===== config.mk =====
export PLATFORM = sky130hd
export DESIGN_NAME = pipe_stage_reg
export DESIGN_NICKNAME = d
export VERILOG_FILES = /design/src/rtl/pipe_stage_reg_pkg.sv /design/src/rtl/pipe_stage_reg.sv
export SDC_FILE = /design/constraint.sdc
export NUM_CORES = 1
export LEC_CHECK = 0
export ABC_AREA = 1
export BUFFER_PORTS_ARGS = -buffer_cell sky130_fd_sc_hd__buf_2
export CAP_MARGIN = 0
export CORE_MARGIN = 2
export CORE_UTILIZATION = 50
export CTS_CLUSTER_DIAMETER = 200
export DETAILED_ROUTE_END_ITERATION = 10
export GPL_ROUTABILITY_DRIVEN = 0
export GPL_TIMING_DRIVEN = 0
export PLACE_DENSITY = 0.81
export SETUP_SLACK_MARGIN = 0.4
export SLEW_MARGIN = 5
export SYNTH_ARGS = -nofsm -noshare
export SYNTH_HDL_FRONTEND = slang
export SYNTH_SLANG_ARGS = --single-unit

===== constraint.sdc =====
create_clock -name clk_i -period 2.9 [get_ports clk_i]
set_input_delay 0.58 -clock clk_i [delete_from_list [all_inputs] [get_ports clk_i]]
set_output_delay 0.58 -clock clk_i [all_outputs]
set_load 0.1 [all_outputs]

===== src/rtl/pipe_stage_reg_pkg.sv =====
// Shared pipeline definitions: stage-register state encoding and default NOP payload.
// The state values double as the occupancy count.
package pipe_stage_reg_pkg;

    typedef enum logic [1:0] {
        StEmpty   = 2'd0,
        StFull    = 2'd1,
        StSkidded = 2'd2
    } stage_state_e;

    localparam int unsigned DefaultDataW = 32;
    localparam logic [DefaultDataW-1:0] DefaultNop = '0;

endpackage


===== src/rtl/pipe_stage_reg.sv =====
// Pipeline stage register with optional two-entry skid buffer, flush and bubble counter.
// Empty slots always carry NOP_DATA so downstream sees a harmless payload.
module pipe_stage_reg
    import pipe_stage_reg_pkg::*;
#(
    parameter int unsigned       DATA_W   = 32,
    parameter bit                SKID     = 1'b1,
    parameter logic [DATA_W-1:0] NOP_DATA = DATA_W'(DefaultNop),
    parameter int unsigned       CNT_W    = 16
) (
    input  logic              clk_i,
    input  logic              rst,
    input  logic              in_valid_i,
    input  logic [DATA_W-1:0] in_data_i,
    output logic              in_allow_o,
    output logic              out_valid_o,
    output logic [DATA_W-1:0] out_data_o,
    input  logic              out_allow_i,
    input  logic              flush_i,
    output logic [1:0]        occ_o,
    output logic [CNT_W-1:0]  bubble_cnt_o
);

    stage_state_e      state_q, state_d;
    logic [DATA_W-1:0] main_q, main_d;
    logic [DATA_W-1:0] skid_q, skid_d;
    logic              allow_q;
    logic [CNT_W-1:0]  bubble_q, bubble_d;
    logic              accept, drain;

    assign out_valid_o  = (state_q != StEmpty);
    assign out_data_o   = main_q;
    assign occ_o        = state_q;
    assign bubble_cnt_o = bubble_q;

    // With SKID the ready is registered to break the out_allow_i -> in_allow_o timing path.
    assign in_allow_o = SKID ? allow_q : (~out_valid_o | out_allow_i);

    assign accept = in_valid_i & in_allow_o & ~flush_i;
    assign drain  = out_valid_o & out_allow_i;

    always_comb begin
        state_d = state_q;
        main_d  = main_q;
        skid_d  = skid_q;
        if (flush_i) begin
            state_d = StEmpty;
            main_d  = NOP_DATA;
            skid_d  = NOP_DATA;
        end else begin
            case (state_q)
                StEmpty: begin
                    if (accept) begin
                        state_d = StFull;
                        main_d  = in_data_i;
                    end
                end
                StFull: begin
                    if (accept && drain) begin
                        main_d = in_data_i;
                    end else if (accept) begin
                        state_d = StSkidded;
                        skid_d  = in_data_i;
                    end else if (drain) begin
                        state_d = StEmpty;
                        main_d  = NOP_DATA;
                    end
                end
                StSkidded: begin
                    if (drain) begin
                        state_d = StFull;
                        main_d  = skid_q;
                        skid_d  = NOP_DATA;
                    end
                end
                default: begin
                    state_d = StEmpty;
                    main_d  = NOP_DATA;
                    skid_d  = NOP_DATA;
                end
            endcase
        end
    end

    always_comb begin
        bubble_d = bubble_q;
        if (out_allow_i && !out_valid_o && (bubble_q != {CNT_W{1'b1}})) begin
            bubble_d = bubble_q + CNT_W'(1);
        end
    end

    always_ff @(posedge clk_i or posedge rst) begin
        if (rst) begin
            state_q  <= StEmpty;
            main_q   <= NOP_DATA;
            skid_q   <= NOP_DATA;
            allow_q  <= 1'b1;
            bubble_q <= '0;
        end else begin
            state_q  <= state_d;
            main_q   <= main_d;
            skid_q   <= skid_d;
            allow_q  <= (state_d != StSkidded);
            bubble_q <= bubble_d;
        end
    end

endmodule


Yosys cells after proc, flatten, opt, wreduce, memory -nomap -nowiden
Index checks and enable logic that the tools add are counted.
W data, S select, Z words.

word-level totals
  register bits = 83
  logic and storage cells = 46

cells by class
  add/sub/neg operators = 1
  eq/ne operators = 11
  muxes and demuxes = 17
  bitwise operators = 4
  reductions and logical operators = 8

operators with widths
  kind                     count
  $mux W32                 8
  $pmux W32 S3             2
  $add A16 B1 Y16 const B  1
  $ne A16 B16 Y1 const B   1
  $mux W2                  6
  $ne A3 B3 Y1 const B     4
  $ne A4 B4 Y1 const B     2
  $reduce_and A4 Y1        2
  $pmux W2 S3              1
  $ne A2 B2 Y1 const B     2
  $and A1 B1 Y1            3
  $logic_and A1 B1 Y1      3
  $eq A2 B1 Y1 const B     1
  $eq A2 B2 Y1 const B     1
  $logic_not A2 Y1         1
  $reduce_bool A2 Y1       1
  $logic_not A1 Y1         1
  $not A1 Y1               1

Logic depth before layout (Yosys ltp)
Gate-level depths: netlist of the first run.

  word-level depth = 8
  gate-level depth with buffers = 10
  depth with buffers taken out = 9

Worst setup path before layout of the first run
OpenSTA, ideal clock, no wires.

  path type = flip-flop to output port
  start = reg state_q[0] (netlist: occ_o[0])
  end = out out_valid_o
  arrival time = 2.386 ns
  setup slack = -0.066 ns
  cell stages (with the launch flop) = 5
  cell sequence = dfrtp_1 buf_2 inv_2 nand2_2 clkbuf_1

between the ends
  longest elaborated chain between the ends = 1

RTL lines
  item                      RTL line               source
  start: declaration        pipe_stage_reg.sv:24   stage_state_e state_q, state_d;
  start signal: assignment  pipe_stage_reg.sv:94   state_q <= StEmpty;
  start signal: assignment  pipe_stage_reg.sv:100  state_q <= state_d;
  $reduce_bool A2 Y1        pipe_stage_reg.sv:31   assign out_valid_o = (state_q != StEmpty);
  end: declaration          pipe_stage_reg.sv:16   output logic out_valid_o,

No other way between the ends.

Worst setup path in the final report of the first run
Same ends and word-level chain as after synthesis.

==> impl_metrics.tcl, run 1 <==
set metrics [dict create \
    status "finished, final reports clean" \
    ys_seq_elements 83 \
    drive_gt1_share_pct 19.8 \
    dieArea_sq_mm 0.0106 \
    track_usage_pct 25.2 \
    diodes 0 \
    fin_tns_setup_ns 0 \
    grt_pass1_vias 4474 \
    ys_top_cells_by_count "nand2_1, nand3_1, dfrtp_1, inv_1" \
    clk_pin_slew_worst_paths_ns 0.09 \
    finalSetupViolCount 0 \
    hpwl_um 8900 \
    fin_util_pct 59.3 \
    synth.lib_cells_used.distinct 29 \
    m1WireLength_um 5710 \
    numPortBuffers 88 \
    start_util_pct 50.6 \
    drv_slew 0 \
    synth-compound-area-share_pct 4.05 \
    die_y_um 103 \
    cp.required_ns 2.32 \
    drc 0 \
    syn_inst 703 \
    met2_wirelength_um 5830 \
    cts_tree "done" \
    final.min_clock_period_ns 2.38 \
    r2r-end "bubble_cnt_o[6]$_DFFE_PP0P_" \
    end_kind "primary output" \
    clock_path_buffers 2 \
    worstSetupPathType "flip-flop to primary output" \
    post-cts-setup-buffers 0 \
    r2r_start "bubble_cnt_o[0]$_DFFE_PP0P_" \
    syn_avg_cell_area_sq_um 6.94 \
    finalClockSkew_ns 0.0123 \
    core_sq_mm 0.00964 \
    synth_top_family_by_area "simple AND/OR/NAND/NOR gates" \
    overflow 0 \
    synth_edf_count 0 \
    power-per-cell-area_mw_per_mm2 559 \
    ys_warn_count 0 \
    max_slew.worst_pin.slew_ns 0.512 \
    synth-xor-area-share_pct 1.26 \
    area_growth_pct 17.1 \
    post_drt_via_cell_ratio 5.14 \
    grt_pass1_wl_um 20900 \
    drt-initial-drc-count 295 \
    rows 36 \
    ctsHoldBuffers 0 \
    yosysTopAreaCell "dfrtp_1" \
    clock-sinks 83 \
    reg2regPathDepth 9 \
    synth_seq_area_share_pct 42.6 \
    fin_nets 842 \
    syn_area_sq_mm 0.00488 \
    dp_cells 926 \
    grt_max_degree 40 \
    synth-simple-area-share_pct 41.2 \
    netlist_top_cells_area "dfrtp_1, nand2_1, nand3_1" \
    p_leak_nw 3.21 \
    syn_nets 741 \
    dieWidth_um 103 \
    cts_inserted_buffers 9 \
    stdcell_count 942 \
    synthMostInstantiatedCell "nand2_1" \
    maxCapViolations 0 \
    period_share_pct 82.1 \
    r2r_slack_ns 1.05 \
    postRouteAntennaNets 0 \
    max_freq_mhz 420 \
    hold_viol_final 0 \
    wl_per_cell_um 13.5 \
    cp_max_fo 10 \
    ys_async_sr_fraction_pct 100 \
    synthMuxAreaShare_pct 0 \
    synth_fa_ha_area_share_pct 0.256 \
    worstPathArrival_ns 1.80 \
    startpoint_type "flip-flop" \
    num_io_pins 89 \
    irDropWorstVdd_uv 782 \
    htree_levels 3 \
    first_pass_iters 5 \
    dr_wl_met3_um 914 \
    top_layer_used "met4" \
    rsz0062_at_grt "no" \
    synthFlopType "dfrtp_1" \
    yosys.area.top_type_share_pct 42.0 \
    antenna_found_initial 0 \
    startpoint "occ_o[0]$_DFF_PP0_" \
    vias 4843 \
    hold_class "input pin to async pin" \
    insertion_delay_ns 0.37 \
    clock-root-buffer "clkbuf_8" \
    max-slew-margin-rel_pct 65.9 \
    drt_wl_total_um 12700 \
    cp-endpoint "out_valid_o" \
]
==> sequential cells by signal, indices dropped and copies added (netlist names) <==
name / count
skid_q: 32
bubble_cnt_o: 16
occ_o: 2
in_allow_o: 1
out_data_o: 32
==> final cells by class <==
cell class                 instances  area (sq um)
sequential                        83          2080
timing repair buffer              90           483
inverter                          77           295
fill                             943          3930
clock inverter                     6          41.3
clock buffer                      10           138
multi-input combinational        503          2280
buffer                            40           231
tap                              133           166
==> how the worst min path moves through the flow <==
| stage | startpoint | to | slack, ns | depth (start not counted) |
|---|---|---|---|---|
| final | rst | bubble_cnt_o[3]$_DFFE_PP0P_ | 0.23 | 2 |
| after global routing | rst | bubble_cnt_o[4]$_DFFE_PP0P_ | 0.26 | 2 |
| after CTS | rst | bubble_cnt_o[4]$_DFFE_PP0P_ | 0.23 | 2 |
| after detailed placement | skid_q[13]$_DFFE_PP0P_ | skid_q[13]$_DFFE_PP0P_ | 0.46 | 2 |
| after global placement | skid_q[22]$_DFFE_PP0P_ | skid_q[22]$_DFFE_PP0P_ | 0.45 | 2 |
| after floorplan | skid_q[0]$_DFFE_PP0P_ | skid_q[0]$_DFFE_PP0P_ | 0.44 | 2 |
==> metrics by stage <==
stage               worst slack [ns]  power (mW)  hold slack, ns  cell area [sq um]
CTS                            0.530        3.21           0.234               5710
detailed placement             0.793        2.44           0.458               5530
global route                   0.482        3.35           0.256               5710
floorplan                      0.399        2.21           0.442               4890
finish                         0.518        3.19           0.225               5710
global placement               0.725        2.42           0.453               5490
==> critical path, cell delays in order, from the launching register on <==
cell      delay [ns]
dfrtp_1         0.37
buf_2           0.22
inv_2           0.05
nand2_2         0.18
clkbuf_2        0.28
buf_4           0.33
==> power breakdown <==
| part | total [mW] | switching, mW | internal, mW | leakage [nW] |
|---|---|---|---|---|
| logic | 1.09 | 0.883 | 0.209 | 2.00 |
| registers | 1.32 | 0.0763 | 1.24 | 1.12 |
| clock network | 0.782 | 0.450 | 0.333 | 0.0843 |
==> routing by layer <==
layer	global-route usage, %	vias up
met3	5.63	20
met5	0	-
met2	40.4	154
li1	-	2426
met4	7.89	0
met1	34.2	2243
==> placed cells by master, fill, tap and decap left out <==
master        n
clkinv_1      1
nand3_1      84
inv_1        69
buf_12        2
nand3_2       1
clkbuf_8     10
buf_2       103
clkinv_2      2
clkbuf_2      1
clkinvlp_4    4
nor2_4        5
a21oi_1       1
clkinv_4      1
inv_4         1
buf_1         3
nor3_1       26
buf_6         5
ha_1          1
dfrtp_1      82
nand2_4       1
dfstp_2       1
a22oi_1       1
nor2_2        2
nand4_1      30
nor2_1       32
buf_4         7
inv_2         5
clkbuf_1      9
xor2_1        1
o21ai_0      32
xnor2_1       6
o21ai_4       1
nand2_1     271
nand2_2       7
o21ai_2       1
==> kinds of logic (layout without fill, tap and decap cells) <==
| family | count (synthesis) | in the layout |
|---|---|---|
| and+or+nand+nor | 459 | 459 |
| adders and majority gates | 1 | 1 |
| xor gates and xnor gates | 7 | 7 |
| buffers and inverters | 117 | 223 |
| DFF | 83 | 83 |
| AOI/OAI and AO/OA | 36 | 36 |
==> timing repair <==
item                                   CTS  global route
endpoints found under the hold margin    0             0
gates resized for setup                  1             0
setup endpoints to repair                1             0
No activity file was read; power rests on OpenSTA's default activity.
==> inputs of run 2 (changes only) <==
--- a/config.mk
+++ b/config.mk
@@ -14,7 +14,7 @@
 export DETAILED_ROUTE_END_ITERATION = 10
 export GPL_ROUTABILITY_DRIVEN = 0
 export GPL_TIMING_DRIVEN = 0
-export PLACE_DENSITY = 0.81
+export PLACE_DENSITY = 0.84
 export SETUP_SLACK_MARGIN = 0.4
 export SLEW_MARGIN = 5
 export SYNTH_ARGS = -nofsm -noshare
==> constraint.sdc (replaced) <==
create_clock -name clk_i -period 1.95 [get_ports clk_i]
set_input_delay 0.39 -clock clk_i [delete_from_list [all_inputs] [get_ports clk_i]]
set_output_delay 0.39 -clock clk_i [all_outputs]
set_load 0.1 [all_outputs]
==> run 2 against run 1 <==
  * Hold slack lost 0.13 ns
  * First-iteration DRC count grew 26%
  * Critical path type is now flip-flop to flip-flop
  * Critical path depth is 5 higher
  * Largest power group unchanged
  * Combinational power up 83%
  * Sequential power up 55%
==> impl_metrics.tcl, run 2 (synthesis gave the netlist of run 1 again) <==
set metrics [dict create \
    startpoint_type "flip-flop" \
    insertion_delay_ns 0.36 \
    stdcell_count 979 \
    wl_per_cell_um 15.9 \
    irDropWorstVdd_uv 1240 \
    max_freq_mhz 556 \
    r2r-end "out_data_o[11]$_DFFE_PP0P_" \
    area_growth_pct 39.2 \
    max-slew-margin-rel_pct 60.6 \
    worstSetupPathType "flip-flop to flip-flop" \
    finalClockSkew_ns 0.0111 \
    drt-initial-drc-count 373 \
    rows 36 \
    dp_cells 926 \
    period_share_pct 92.3 \
    crit_slowest_cell "dfrtp_4" \
    grt_max_degree 32 \
    hold_viol_final 0 \
    reg2regPathDepth 10 \
    fin_tns_setup_ns 0 \
    drt_wl_total_um 15500 \
    power-per-cell-area_mw_per_mm2 778 \
    p_leak_nw 3.60 \
    fin_nets 879 \
    clock-sinks 83 \
    maxCapViolations 0 \
    postRouteAntennaNets 0 \
    vias 5342 \
    numPortBuffers 88 \
    clk_pin_slew_worst_paths_ns 0.09 \
    drv_slew 0 \
    power_mw 5.29 \
    overflow 0 \
    hold_class "input pin to async pin" \
    die_y_um 103 \
    switching_power_mw 2.23 \
    cp.required_ns 2.25 \
    post_drt_via_cell_ratio 5.46 \
    layout_common_cells "nand2_1, nand3_1, inv_1, dfrtp_1, nand2_2" \
    core_sq_mm 0.00964 \
    placed_area_sq_mm 0.00568 \
    cts_tree "done" \
    worst_hold_slack_ns 0.0938 \
    status "finished, final reports clean" \
    clockPowerShare_pct 23.9 \
    rsz0062_at_grt "yes" \
    ctsHoldBuffers 0 \
    final.min_clock_period_ns 1.80 \
    grt_pass1_vias 5073 \
    end_kind "flip-flop" \
    fin_util_pct 70.5 \
    first_pass_iters 7 \
    critical_path.max_stage_delay_ns 0.49 \
    p_int_mw 3.06 \
    dieWidth_um 103 \
    finalSetupViolCount 0 \
    start_util_pct 50.6 \
    dieArea_sq_mm 0.0106 \
    seq_power_share_pct 38.5 \
    cp_max_fo 8 \
    cts_inserted_buffers 9 \
    pwr-share-comb_pct 37.6 \
    pre_cts_slack_ns 0.124 \
    fin_ws_ns 0.150 \
    r2r_start "occ_o[0]$_DFF_PP0_" \
    final_common_cell "nand2_1" \
    grt_pass1_wl_um 23500 \
    hpwl_um 9250 \
    drive_gt1_share_pct 35.1 \
    track_usage_pct 28.6 \
    worstPathArrival_ns 2.10 \
    drc 0 \
    antenna_found_initial 1 \
    max_slew.worst_pin.slew_ns 0.589 \
    clock-root-buffer "clkbuf_8" \
    cp_cell_sequence "buf_8 -> buf_4 -> nor2_4 -> nand2_4 -> o21ai_4 -> nor2_4 -> inv_6 -> buf_6 -> nand2_1 -> nand2_1" \
    clock_path_buffers 2 \
    num_io_pins 89 \
    r2r_slack_ns 0.15 \
    fin_area_sq_mm 0.00680 \
    htree_levels 3 \
    diodes 0 \
    p_sw_share_pct 42.2 \
]
[run 2: cell types whose count changed in the layout (fill, tap and decap cells not counted), moves of 18 or more]
cell / previous run / this run
nand2_1: 271 / 201
buf_2: 103 / 42
nand2_2: 7 / 63
buf_4: 7 / 51
clkbuf_4: 0 / 31
dfrtp_1: 82 / 64
[run 2: power by group through the flow]
stage | Clock, mW | Sequential [mW] | Combinational [mW]
after floorplan | 0 | 2.83 | 0.531
after global placement | 0 | 2.04 | 1.63
after detailed placement | 0 | 2.04 | 1.66
after CTS | 1.27 | 2.02 | 1.85
after global routing | 1.34 | 2.06 | 2.09
final | 1.26 | 2.04 | 1.99
[run 2: critical path: cells and delay by family, from the launching register on]
family	cells	cell delay, ns
AO/OA/AOI/OAI	1	0.11
buffers and inverters	4	0.57
flip-flops	1	0.49
AND/OR/NAND/NOR	5	0.58
[run 2: metal layers]
metal | GRT usage (%) | wire [um] | vias to the layer above | share of wire [%]
li1 | - | - | 2492 | -
met4 | 15.4 | 774 | 0 | 5.0
met5 | 0 | 0 | - | 0
met2 | 49.1 | 7670 | 309 | 49
met1 | 33.6 | 5770 | 2452 | 37
met3 | 6.31 | 1310 | 89 | 8.4
[run 2: layout make-up]
class | count | area [sq um]
Multi-Input combinational cell | 503 | 2610
Timing Repair Buffer | 127 | 1010
Inverter | 77 | 320
Clock buffer | 12 | 145
Fill cell | 774 | 2840
Tap cell | 133 | 166
Buffer | 40 | 353
Sequential cell | 83 | 2140
Clock inverter | 4 | 50.0
[run 2: worst max-delay path by stage]
stage | start | end | slack [ns] | depth (start not counted)
after CTS | occ_o[0]$_DFF_PP0_ | out_valid_o | 0.17 | 5
after global routing | occ_o[0]$_DFF_PP0_ | out_data_o[22]$_DFFE_PP0P_ | 0.11 | 10
after floorplan | bubble_cnt_o[0]$_DFFE_PP0P_ | bubble_cnt_o[0]$_DFFE_PP0P_ | 0.23 | 9
final | occ_o[0]$_DFF_PP0_ | out_data_o[11]$_DFFE_PP0P_ | 0.15 | 10
after detailed placement | flush_i | out_data_o[11]$_DFFE_PP0P_ | 0.12 | 9
after global placement | rst | bubble_cnt_o[8]$_DFFE_PP0P_ | -0.21 | 2
[run 2: repair_timing]
| action | 4_1_cts | 5_1_grt |
|---|---|---|
| resized for setup | 125 | 92 |
| setup buffers | 22 | 8 |
| gates cloned | 6 | 1 |
| pin swaps | 6 | 9 |
| endpoints found under the setup margin | 99 | 113 |
